--- src/rtl/mem_wb_if.sv ---
// mem_wb_if: M-stage inputs and W-stage outputs of the memory/writeback pipeline register.
interface mem_wb_if #(
    parameter int DATA_WIDTH     = 32,
    parameter int REG_ADDR_WIDTH = 5,
    parameter int CNT_WIDTH      = 32
) ();
    logic                      StallW;
    logic                      FlushW;
    logic                      ValidM;
    logic                      RegWriteM;
    logic [1:0]                ResultSrcM;
    logic [2:0]                LoadSizeM;
    logic [DATA_WIDTH-1:0]     ALUResultM;
    logic [DATA_WIDTH-1:0]     ReadDataM;
    logic [REG_ADDR_WIDTH-1:0] RdM;
    logic [DATA_WIDTH-1:0]     PC_PlusM;
    logic                      ValidW;
    logic                      RegWriteW;
    logic [REG_ADDR_WIDTH-1:0] RdW;
    logic [DATA_WIDTH-1:0]     ResultW;
    logic [CNT_WIDTH-1:0]      RetireCount;

    modport master (
        output StallW, FlushW, ValidM, RegWriteM, ResultSrcM, LoadSizeM,
               ALUResultM, ReadDataM, RdM, PC_PlusM,
        input  ValidW, RegWriteW, RdW, ResultW, RetireCount
    );

    modport slave (
        input  StallW, FlushW, ValidM, RegWriteM, ResultSrcM, LoadSizeM,
               ALUResultM, ReadDataM, RdM, PC_PlusM,
        output ValidW, RegWriteW, RdW, ResultW, RetireCount
    );
endinterface

--- src/rtl/mem_wb_stage.sv ---
// mem_wb_stage: M->W pipeline register with load alignment/extension, result select and retire counter.
module mem_wb_stage #(
    parameter int DATA_WIDTH     = 32,
    parameter int REG_ADDR_WIDTH = 5,
    parameter int CNT_WIDTH      = 32
) (
    input logic     clk,
    input logic     rst_n,
    mem_wb_if.slave bus
);
    localparam int OFF_W = $clog2(DATA_WIDTH / 8);

    logic                      valid_w;
    logic                      regwrite_w;
    logic [REG_ADDR_WIDTH-1:0] rd_w;
    logic [1:0]                src_w;
    logic [DATA_WIDTH-1:0]     alu_w;
    logic [DATA_WIDTH-1:0]     load_w;
    logic [DATA_WIDTH-1:0]     pcp_w;
    logic [CNT_WIDTH-1:0]      cnt;
    logic [DATA_WIDTH-1:0]     sh;
    logic [DATA_WIDTH-1:0]     ld;
    logic [OFF_W-1:0]          off;

    // Misaligned offsets simply shift; vacated upper lanes fill with zero before extension.
    always_comb begin
        off = bus.ALUResultM[OFF_W-1:0];
        sh  = bus.ReadDataM >> {off, 3'b000};
        case (bus.LoadSizeM)
            3'b000:  ld = DATA_WIDTH'($signed(sh[7:0]));
            3'b001:  ld = DATA_WIDTH'($signed(sh[15:0]));
            3'b010:  ld = DATA_WIDTH'($signed(sh[31:0]));
            3'b100:  ld = DATA_WIDTH'(sh[7:0]);
            3'b101:  ld = DATA_WIDTH'(sh[15:0]);
            3'b110:  ld = DATA_WIDTH'(sh[31:0]);
            default: ld = bus.ReadDataM;
        endcase
    end

    // Flush only kills the incoming slot; the instruction leaving W still retires.
    always_ff @(posedge clk or negedge rst_n) begin
        if (!rst_n) begin
            valid_w    <= 1'b0;
            regwrite_w <= 1'b0;
            rd_w       <= '0;
            src_w      <= 2'b00;
            alu_w      <= '0;
            load_w     <= '0;
            pcp_w      <= '0;
            cnt        <= '0;
        end else begin
            if (bus.FlushW) begin
                valid_w    <= 1'b0;
                regwrite_w <= 1'b0;
            end else if (!bus.StallW) begin
                valid_w    <= bus.ValidM;
                regwrite_w <= bus.RegWriteM;
                rd_w       <= bus.RdM;
                src_w      <= bus.ResultSrcM;
                alu_w      <= bus.ALUResultM;
                load_w     <= ld;
                pcp_w      <= bus.PC_PlusM;
            end
            if (valid_w && !bus.StallW)
                cnt <= cnt + CNT_WIDTH'(1);
        end
    end

    assign bus.ValidW      = valid_w;
    assign bus.RdW         = rd_w;
    assign bus.RegWriteW   = regwrite_w & valid_w & (|rd_w);
    assign bus.RetireCount = cnt;
    assign bus.ResultW     = src_w == 2'b00 ? alu_w :
                             src_w == 2'b01 ? load_w :
                             src_w == 2'b10 ? pcp_w : '0;
endmodule

--- src/flat_wrapper.sv ---
// flat-port wrapper written by rule: the top's interface ports become plain ports
module mem_wb_stage_flat 
#(
    parameter int DATA_WIDTH     = 32,
    parameter int REG_ADDR_WIDTH = 5,
    parameter int CNT_WIDTH      = 32
)
  (clk, rst_n, bus_StallW, bus_FlushW, bus_ValidM, bus_RegWriteM, bus_ResultSrcM, bus_LoadSizeM, bus_ALUResultM, bus_ReadDataM, bus_RdM, bus_PC_PlusM, bus_ValidW, bus_RegWriteW, bus_RdW, bus_ResultW, bus_RetireCount);
  mem_wb_if #(.DATA_WIDTH(DATA_WIDTH), .REG_ADDR_WIDTH(REG_ADDR_WIDTH), .CNT_WIDTH(CNT_WIDTH)) bus_i ();
  input logic clk;
  input logic rst_n;
  input wire logic [$bits(bus_i.StallW)-1:0] bus_StallW;
  input wire logic [$bits(bus_i.FlushW)-1:0] bus_FlushW;
  input wire logic [$bits(bus_i.ValidM)-1:0] bus_ValidM;
  input wire logic [$bits(bus_i.RegWriteM)-1:0] bus_RegWriteM;
  input wire logic [$bits(bus_i.ResultSrcM)-1:0] bus_ResultSrcM;
  input wire logic [$bits(bus_i.LoadSizeM)-1:0] bus_LoadSizeM;
  input wire logic [$bits(bus_i.ALUResultM)-1:0] bus_ALUResultM;
  input wire logic [$bits(bus_i.ReadDataM)-1:0] bus_ReadDataM;
  input wire logic [$bits(bus_i.RdM)-1:0] bus_RdM;
  input wire logic [$bits(bus_i.PC_PlusM)-1:0] bus_PC_PlusM;
  output wire logic [$bits(bus_i.ValidW)-1:0] bus_ValidW;
  output wire logic [$bits(bus_i.RegWriteW)-1:0] bus_RegWriteW;
  output wire logic [$bits(bus_i.RdW)-1:0] bus_RdW;
  output wire logic [$bits(bus_i.ResultW)-1:0] bus_ResultW;
  output wire logic [$bits(bus_i.RetireCount)-1:0] bus_RetireCount;
  assign bus_i.StallW = bus_StallW;
  assign bus_i.FlushW = bus_FlushW;
  assign bus_i.ValidM = bus_ValidM;
  assign bus_i.RegWriteM = bus_RegWriteM;
  assign bus_i.ResultSrcM = bus_ResultSrcM;
  assign bus_i.LoadSizeM = bus_LoadSizeM;
  assign bus_i.ALUResultM = bus_ALUResultM;
  assign bus_i.ReadDataM = bus_ReadDataM;
  assign bus_i.RdM = bus_RdM;
  assign bus_i.PC_PlusM = bus_PC_PlusM;
  assign bus_ValidW = bus_i.ValidW;
  assign bus_RegWriteW = bus_i.RegWriteW;
  assign bus_RdW = bus_i.RdW;
  assign bus_ResultW = bus_i.ResultW;
  assign bus_RetireCount = bus_i.RetireCount;
  mem_wb_stage #(.DATA_WIDTH(DATA_WIDTH), .REG_ADDR_WIDTH(REG_ADDR_WIDTH), .CNT_WIDTH(CNT_WIDTH)) u_core (.clk(clk), .rst_n(rst_n), .bus(bus_i));
endmodule
--- config.mk ---
export PLATFORM = sky130hd
export DESIGN_NAME = mem_wb_stage_flat
export DESIGN_NICKNAME = d
export VERILOG_FILES = /design/src/rtl/mem_wb_if.sv /design/src/rtl/mem_wb_stage.sv /design/src/flat_wrapper.sv
export SDC_FILE = /design/constraint.sdc
export NUM_CORES = 1
export LEC_CHECK = 0
export CORE_ASPECT_RATIO = 1.1
export CORE_MARGIN = 2
export CORE_UTILIZATION = 30
export DETAILED_ROUTE_END_ITERATION = 8
export PLACE_DENSITY_LB_ADDON = 0.25
export SYNTH_ARGS = -nofsm -noshare
export SYNTH_HDL_FRONTEND = slang
export SYNTH_SLANG_ARGS = --single-unit
--- constraint.sdc ---
create_clock -name clk -period 1.85 [get_ports clk]
set_input_delay 0.37 -clock clk [delete_from_list [all_inputs] [get_ports clk]]
set_output_delay 0.37 -clock clk [all_outputs]
set_load 0.02 [all_outputs]
==> results of run 1 <==
## cells in the final DEF, fill, tap and decap left out, types with 4 or more instances in the layout
cell and n:
o221a_2 6, o21ai_0 11, nand4_1 11, dlymetal6s2s_1 13, clkdlybuf4s50_1 117, and3_1 5
o2bb2ai_1 6, xnor2_1 23, buf_6 17, dfrtp_1 136, clkinvlp_4 4, nand2_2 16
a21oi_1 9, a211o_1 6, buf_4 79, o21ai_1 17, o21ai_2 15, nor2_1 19
inv_6 4, dlygate4sd2_1 18, nand3_1 12, mux2i_1 44, o22ai_1 15, mux2i_2 5
or3_1 10, a2bb2oi_1 7, xor2_1 8, clkbuf_16 18, buf_12 11, a31oi_1 8
nand2_1 258, a32o_1 6
## power groups by stage
| stage | Clock (mW) | Combinational (mW) | Sequential [mW] |
|---|---|---|---|
| 3_3_place_gp | 0 | 2.18 | 3.63 |
| 5_1_grt | 3.79 | 2.56 | 3.64 |
| 4_1_cts | 3.65 | 2.32 | 3.60 |
| 2_1_floorplan | 0 | 1.02 | 3.62 |
| 6_report | 3.57 | 2.35 | 3.60 |
| 3_5_place_dp | 0 | 2.19 | 3.64 |
## flip-flops by register name, summed over array words and instances (netlist names)
name,cells
u_core.regwrite_w,1
u_core.pcp_w,32
u_core.bus.ValidW,1
u_core.bus.RdW,5
u_core.alu_w,32
u_core.src_w,2
u_core.bus.RetireCount,32
u_core.load_w,32
## worst max-delay path, cell delays in order, from the launching register on
cell and delay, ns:
dfrtp_2 0.44, buf_6 0.14, buf_12 0.14, mux2i_2 0.23, o21ai_1 0.08, buf_4 0.16
## per-layer routing
layer	share of wire [%]	vias up	global-route usage (%)	routed length, um
met1	46	3022	25.49	9941
li1	-	3057	-	-
met5	0	-	0	0
met2	47	199	29.73	10330
met4	2.0	0	6.623	430
met3	4.9	30	3.501	1069
## logic make-up (layout without fill, tap and decap cells)
logic type | Yosys count | in the layout | share of synthesized area [%]
adder cells (fa/ha/maj) | 1 | 1 | 0.1824
buffers and inverters | 50 | 294 | 3.193
AND/OR/NAND/NOR | 356 | 356 | 21.77
multiplexers | 53 | 53 | 7.936
XOR/XNOR | 31 | 31 | 3.959
AO/OA/AOI/OAI | 124 | 124 | 12.97
flip-flops | 137 | 137 | 49.99
## final cells by class
type / count / share of cell area [%]
sequential: 137 / 32.92
multi-input combinational: 565 / 32.89
timing repair buffer: 259 / 24.58
clock buffer: 17 / 4.083
tap: 300 / 3.603
clock inverter: 15 / 1.813
inverter: 3 / 0.1081
## through the flow
stage	TNS [ns]	setup WS [ns]
final	-3.455	-0.1456
after global routing	-6.262	-0.2194
after CTS	-5.625	-0.1943
after detailed placement	-20.24	-0.4643
after global placement	-20.82	-0.4423
after floorplan	0	0.04522
## worst paths after layout
kind | endpoint | cells past startpoint
setup / recovery | bus_ResultW[21] | 5
hold / removal | u_core.alu_w[19]$_DFFE_PN0P_ | 2
setup reg to reg | u_core.bus.RetireCount[10]$_DFFE_PN0P_ | 5
hold reg to reg | u_core.alu_w[19]$_DFFE_PN0P_ | 2
max in group asynchronous | u_core.pcp_w[21]$_DFFE_PN0P_ | 3
min in group asynchronous | u_core.bus.RetireCount[29]$_DFFE_PN0P_ | 2
## what timing repair did
| action | CTS | global route |
|---|---|---|
| gates cloned | 2 | 1 |
| endpoints found under the hold margin | 47 | 0 |
| pin swaps | 6 | 1 |
| hold buffers | 1 | 0 |
| setup buffers | 4 | 1 |
| endpoints found under the setup margin | 52 | 71 |
| resized for setup | 290 | 48 |
==> impl_metrics.yaml, run 1 <==
global_route:
  grt.total_usage_pct: 18.66
  grt_pass1_wl_um: 34820
  grt_pass1_vias: 6509
  grt_max_degree: 53
  antenna_found_initial: 0
  gr-total-overflow: 0
worst_setup_path:
  rr_startpoint: "u_core.bus.RetireCount[0]$_DFFE_PN0P_"
  critPathKind: "flip-flop to primary output"
  worstSetupStartpointType: "flip-flop"
  cp_max_fo: 8
  cp.arrival_ns: 1.63
  required_ns: 1.48
  end_kind: "primary output"
  critPathLaunch: "u_core.src_w[0]$_DFFE_PN0P_"
  r2r_slack_ns: 0.25
cts:
  cts_tree: "built"
  h-tree-depth: 4
  cts_buffers: 17
  clk_pin_slew_ns: 0.06
  clockBufferDepth: 2
  clock_latency_ns: 0.42
  clock-sinks: 137
  cts_root_buffer: "clkbuf_16"
finish:
  nets: 1096
  stdcell_area_sq_um: 10420
  n_antenna_cell: 0
  area_growth_syn_to_layout_pct: 51.92
  final-seq-area_sq_um: 3430
  multiInputGateArea_sq_um: 3427
  final_cells: 1296
  post-route-util_pct: 46.02
  fillers: 2231
  final_layout_size_suffix_gt1_share_pct: 20.78
place:
  hpwl_um: 15850
  placedCellCount: 1257
  placed_cell_area_sq_um: 9485
  io_buffer_count: 182
  gp_congestion: 0.8950
die:
  fp-row-count: 58
  start_util_pct: 30.29
  coreArea_sq_um: 22640
  die_h_um: 162.6
  die-area_sq_um: 24090
  ioPinCount: 183
  die_x_um: 148.2
sta:
  grt_setup_unrepaired: "true"
  period_needed_ns: 1.996
  finalMaxSlewViolations: 0
  hold_ws_ns: 0.4713
  hold_violations: 0
  slew_headroom_pct: 65.74
  worst_slack_ns: -0.1456
  post-route-period-util_pct: 107.9
  clock_skew_ns: 0.004840
  worst_slew_pin_slew_ns: 0.5139
  clock.fmax_mhz: 501.1
  setup_viol: 33
power:
  power_frac_comb_pct: 24.7
  vdd_drop_max_uv: 602.9
  power.leakage_nw: 5.026
  internal-power_mw: 6.626
  power.total_mw: 9.513
  swShare_pct: 30.34
  p_per_area_nw_per_um2: 913.1
  seqPwrFrac_pct: 37.8
  power.switching_mw: 2.886
  power_frac_clock_pct: 37.5
logic_synthesis:
  synth_commonest_cells: "275 x nand2_1, 137 x dfrtp_1, 51 x mux2i_1"
  async_reset_ff_share_pct: 100.0
  netlist_instances: 752
  ys_ff_latch: 137
  ys_types: 48
  synth_most_common_cell: "nand2_1"
  synth_flop_cell: "dfrtp_1"
  syn_area_sq_um: 6858
  avgSynthCellArea_sq_um: 9.119
  syn_nets: 865
  ys_seq_area_share_pct: 49.99
  ys_top_cells_by_area: "dfrtp_1 50%, nand2_1 15%, mux2i_1 7.4%"
  yosys.area.top_type: "dfrtp_1"
  synth_top_area_share_pct: 49.99
  synth_warnings: 0
  synth_edf_count: 0
flow_run:
  cap_violations: 0
outcome:
  status: "finished with violations"
  violations: "setup timing"
min_path:
  hold_start: "u_core.alu_w[19]$_DFFE_PN0P_"
  hold_path_class: "flip-flop to flip-flop"
routing:
  drt_iter0_drc: 376
  ant_nets: 0
  num_vias: 6308
  routed_wl_um: 21770
  avgViaCountPerCell: 4.867
  drc: 0
  dr.pass1.iters: 5
  wl_per_cell_um: 16.80
Power figures use the tool's default switching activity.
==> run 2, diff against run 1 <==
--- a/config.mk
+++ b/config.mk
@@ -7,7 +7,7 @@
 export LEC_CHECK = 0
 export CORE_ASPECT_RATIO = 1.1
 export CORE_MARGIN = 2
-export CORE_UTILIZATION = 30
+export CORE_UTILIZATION = 49
 export DETAILED_ROUTE_END_ITERATION = 8
 export PLACE_DENSITY_LB_ADDON = 0.25
 export SYNTH_ARGS = -nofsm -noshare
==> run 2 against run 1 <==
  * The flow still finishes with violations (setup timing)
  * Clock power decreased by 2%
  * Utilization is 28 points higher
  * Design area shrank 2.2%
  * Non-clock buffer count decreased by 2
  * Die area down 38%
  * Total power fell by 0.88%
  * Critical path depth is 1 higher
  * First-iteration DRC count up 45%
  * Flip-flop and latch count stayed put
  * Clock skew up 0.0064 ns
  * Sequential share of layout area rose by 0.73 points
  * Clock-buffer cell count rose by 1
==> impl_metrics.yaml, run 2 (synthesis gave the netlist of run 1 again) <==
die:
  ioPinCount: 183
  fp-row-count: 45
  coreArea_sq_um: 13740
  die_x_um: 116.8
  die_h_um: 128.1
  die-area_sq_um: 14960
  start_util_pct: 49.92
sta:
  worst_slew_pin_slew_ns: 0.5043
  worst_slack_ns: -0.1364
  hold_ws_ns: 0.4105
  clock_skew_ns: 0.01121
  period_needed_ns: 1.986
  finalMaxSlewViolations: 0
  hold_violations: 0
  setup_viol: 33
  slew_headroom_pct: 66.38
  grt_setup_unrepaired: "true"
  clock.fmax_mhz: 503.4
  post-route-period-util_pct: 107.4
finish:
  nets: 1094
  fillers: 1002
  area_growth_syn_to_layout_pct: 48.62
  layout_commonest_cell: "nand2_1"
  mostFrequentLayoutCells: "264 x nand2_1, 136 x dfrtp_1, 120 x clkdlybuf4s50_1, 77 x buf_4, 44 x mux2i_1"
  n_antenna_cell: 0
  stdcell_area_sq_um: 10190
  final_layout_size_suffix_gt1_share_pct: 19.62
global_route:
  grt_max_degree: 50
  antenna_found_initial: 0
  grt.total_usage_pct: 27.24
  gr-total-overflow: 0
  grt_pass1_wl_um: 31510
  grt_pass1_vias: 6365
place:
  gp_congestion: 0.9889
  hpwl_um: 14290
  placed_cell_area_sq_um: 9315
  io_buffer_count: 182
outcome:
  status: "finished with violations"
  violations: "setup timing"
worst_setup_path:
  worstSetupStartpointType: "flip-flop"
  cp_slowest_stage_delay_ns: 0.46
  end_kind: "primary output"
  crit_path_top_delay_cell: "dfrtp_2"
  cp_max_fo: 8
  required_ns: 1.48
  crit_chain: "nor2b_4, buf_6, clkbuf_16, nand2_1, o21ai_1, buf_4"
  cp.arrival_ns: 1.62
  critPathKind: "flip-flop to primary output"
routing:
  wl_per_cell_um: 17.04
  avgViaCountPerCell: 5.469
  drc: 0
  num_vias: 6464
  routed_wl_um: 20140
  ant_nets: 0
  dr.pass1.iters: 5
  drt_iter0_drc: 544
cts:
  h-tree-depth: 4
  clockBufferDepth: 2
  clock-sinks: 137
  clk_pin_slew_ns: 0.07
  cts_tree: "built"
  cts_root_buffer: "clkbuf_16"
  clock_latency_ns: 0.42
  cts_buffers: 17
min_path:
  hold_path_class: "primary input to asynchronous set/reset pin"
power:
  p_per_area_nw_per_um2: 925.1
  vdd_drop_max_uv: 650.3
  power.leakage_nw: 4.997
flow_run:
  cap_violations: 0
-- run 2: final timing paths --
path	from	to	slack (ns)	cells past startpoint
hold / removal	rst_n	u_core.bus.RetireCount[22]$_DFFE_PN0P_	0.41	2
hold reg to reg	u_core.bus.RetireCount[31]$_DFFE_PN0P_	u_core.bus.RetireCount[31]$_DFFE_PN0P_	0.47	1
setup reg to reg	u_core.bus.RetireCount[0]$_DFFE_PN0P_	u_core.bus.RetireCount[10]$_DFFE_PN0P_	0.24	5
min in group clk	u_core.bus.RetireCount[31]$_DFFE_PN0P_	u_core.bus.RetireCount[31]$_DFFE_PN0P_	0.47	1
max in group asynchronous	rst_n	u_core.src_w[0]$_DFFE_PN0P_	0.85	3
setup / recovery	u_core.src_w[0]$_DFFE_PN0P_	bus_ResultW[16]	-0.14	6
-- run 2: power breakdown --
part	leakage (nW)	switching [mW]	internal, mW	total [mW]
logic	2.97	1.19	1.14	2.33
clock network	0.301	1.33	2.16	3.49
registers	1.73	0.267	3.34	3.61
-- run 2: area by class of cell --
| cell class | count | area [sq um] | share of cell area, % |
|---|---|---|---|
| Sequential cell | 137 | 3430 | 33.65 |
| Timing Repair Buffer | 257 | 2524 | 24.76 |
| Tap cell | 188 | 235.2 | 2.308 |
| Clock inverter | 14 | 170.2 | 1.670 |
| Multi-Input combinational cell | 565 | 3383 | 33.19 |
| Inverter | 3 | 11.26 | 0.1105 |
| Clock buffer | 18 | 439.2 | 4.309 |
-- run 2: layer usage --
metal | GRT usage [%] | routed length (um) | up-vias
li1 | - | - | 3049
met1 | 35.85 | 8574 | 3131
met2 | 44.44 | 9964 | 238
met3 | 5.579 | 1075 | 46
met4 | 10.24 | 523 | 0
met5 | 0 | 0 | -
-- run 2: worst max-delay path: cells and delay by family (launching register included) --
family                 cells  cell delay, ns
flip-flops                 1            0.46
buffers and inverters      3            0.43
AND/OR/NAND/NOR            2            0.23
AO/OA/AOI/OAI              1            0.08
-- run 2: stage by stage --
stage,util [%],power [mW],TNS [ns],setup slack [ns],instances
after detailed placement,67.81,5.785,-19.69,-0.5097,1144
after CTS,71.72,9.231,-2.707,-0.1490,1177
final,74.19,9.429,-3.267,-0.1364,1182
after global routing,74.19,9.812,-5.814,-0.2051,1182
after floorplan,-,4.644,0,0.04522,752
after global placement,67.81,5.744,-18.03,-0.4960,1144
-- run 2: timing repair --
action	4_1_cts	5_1_grt
hold buffers	1	0
pin swaps	0	1
hold endpoints to repair	31	0
gates cloned	0	2
setup endpoints to repair	70	48
setup buffers	0	3
gates resized for setup	239	86
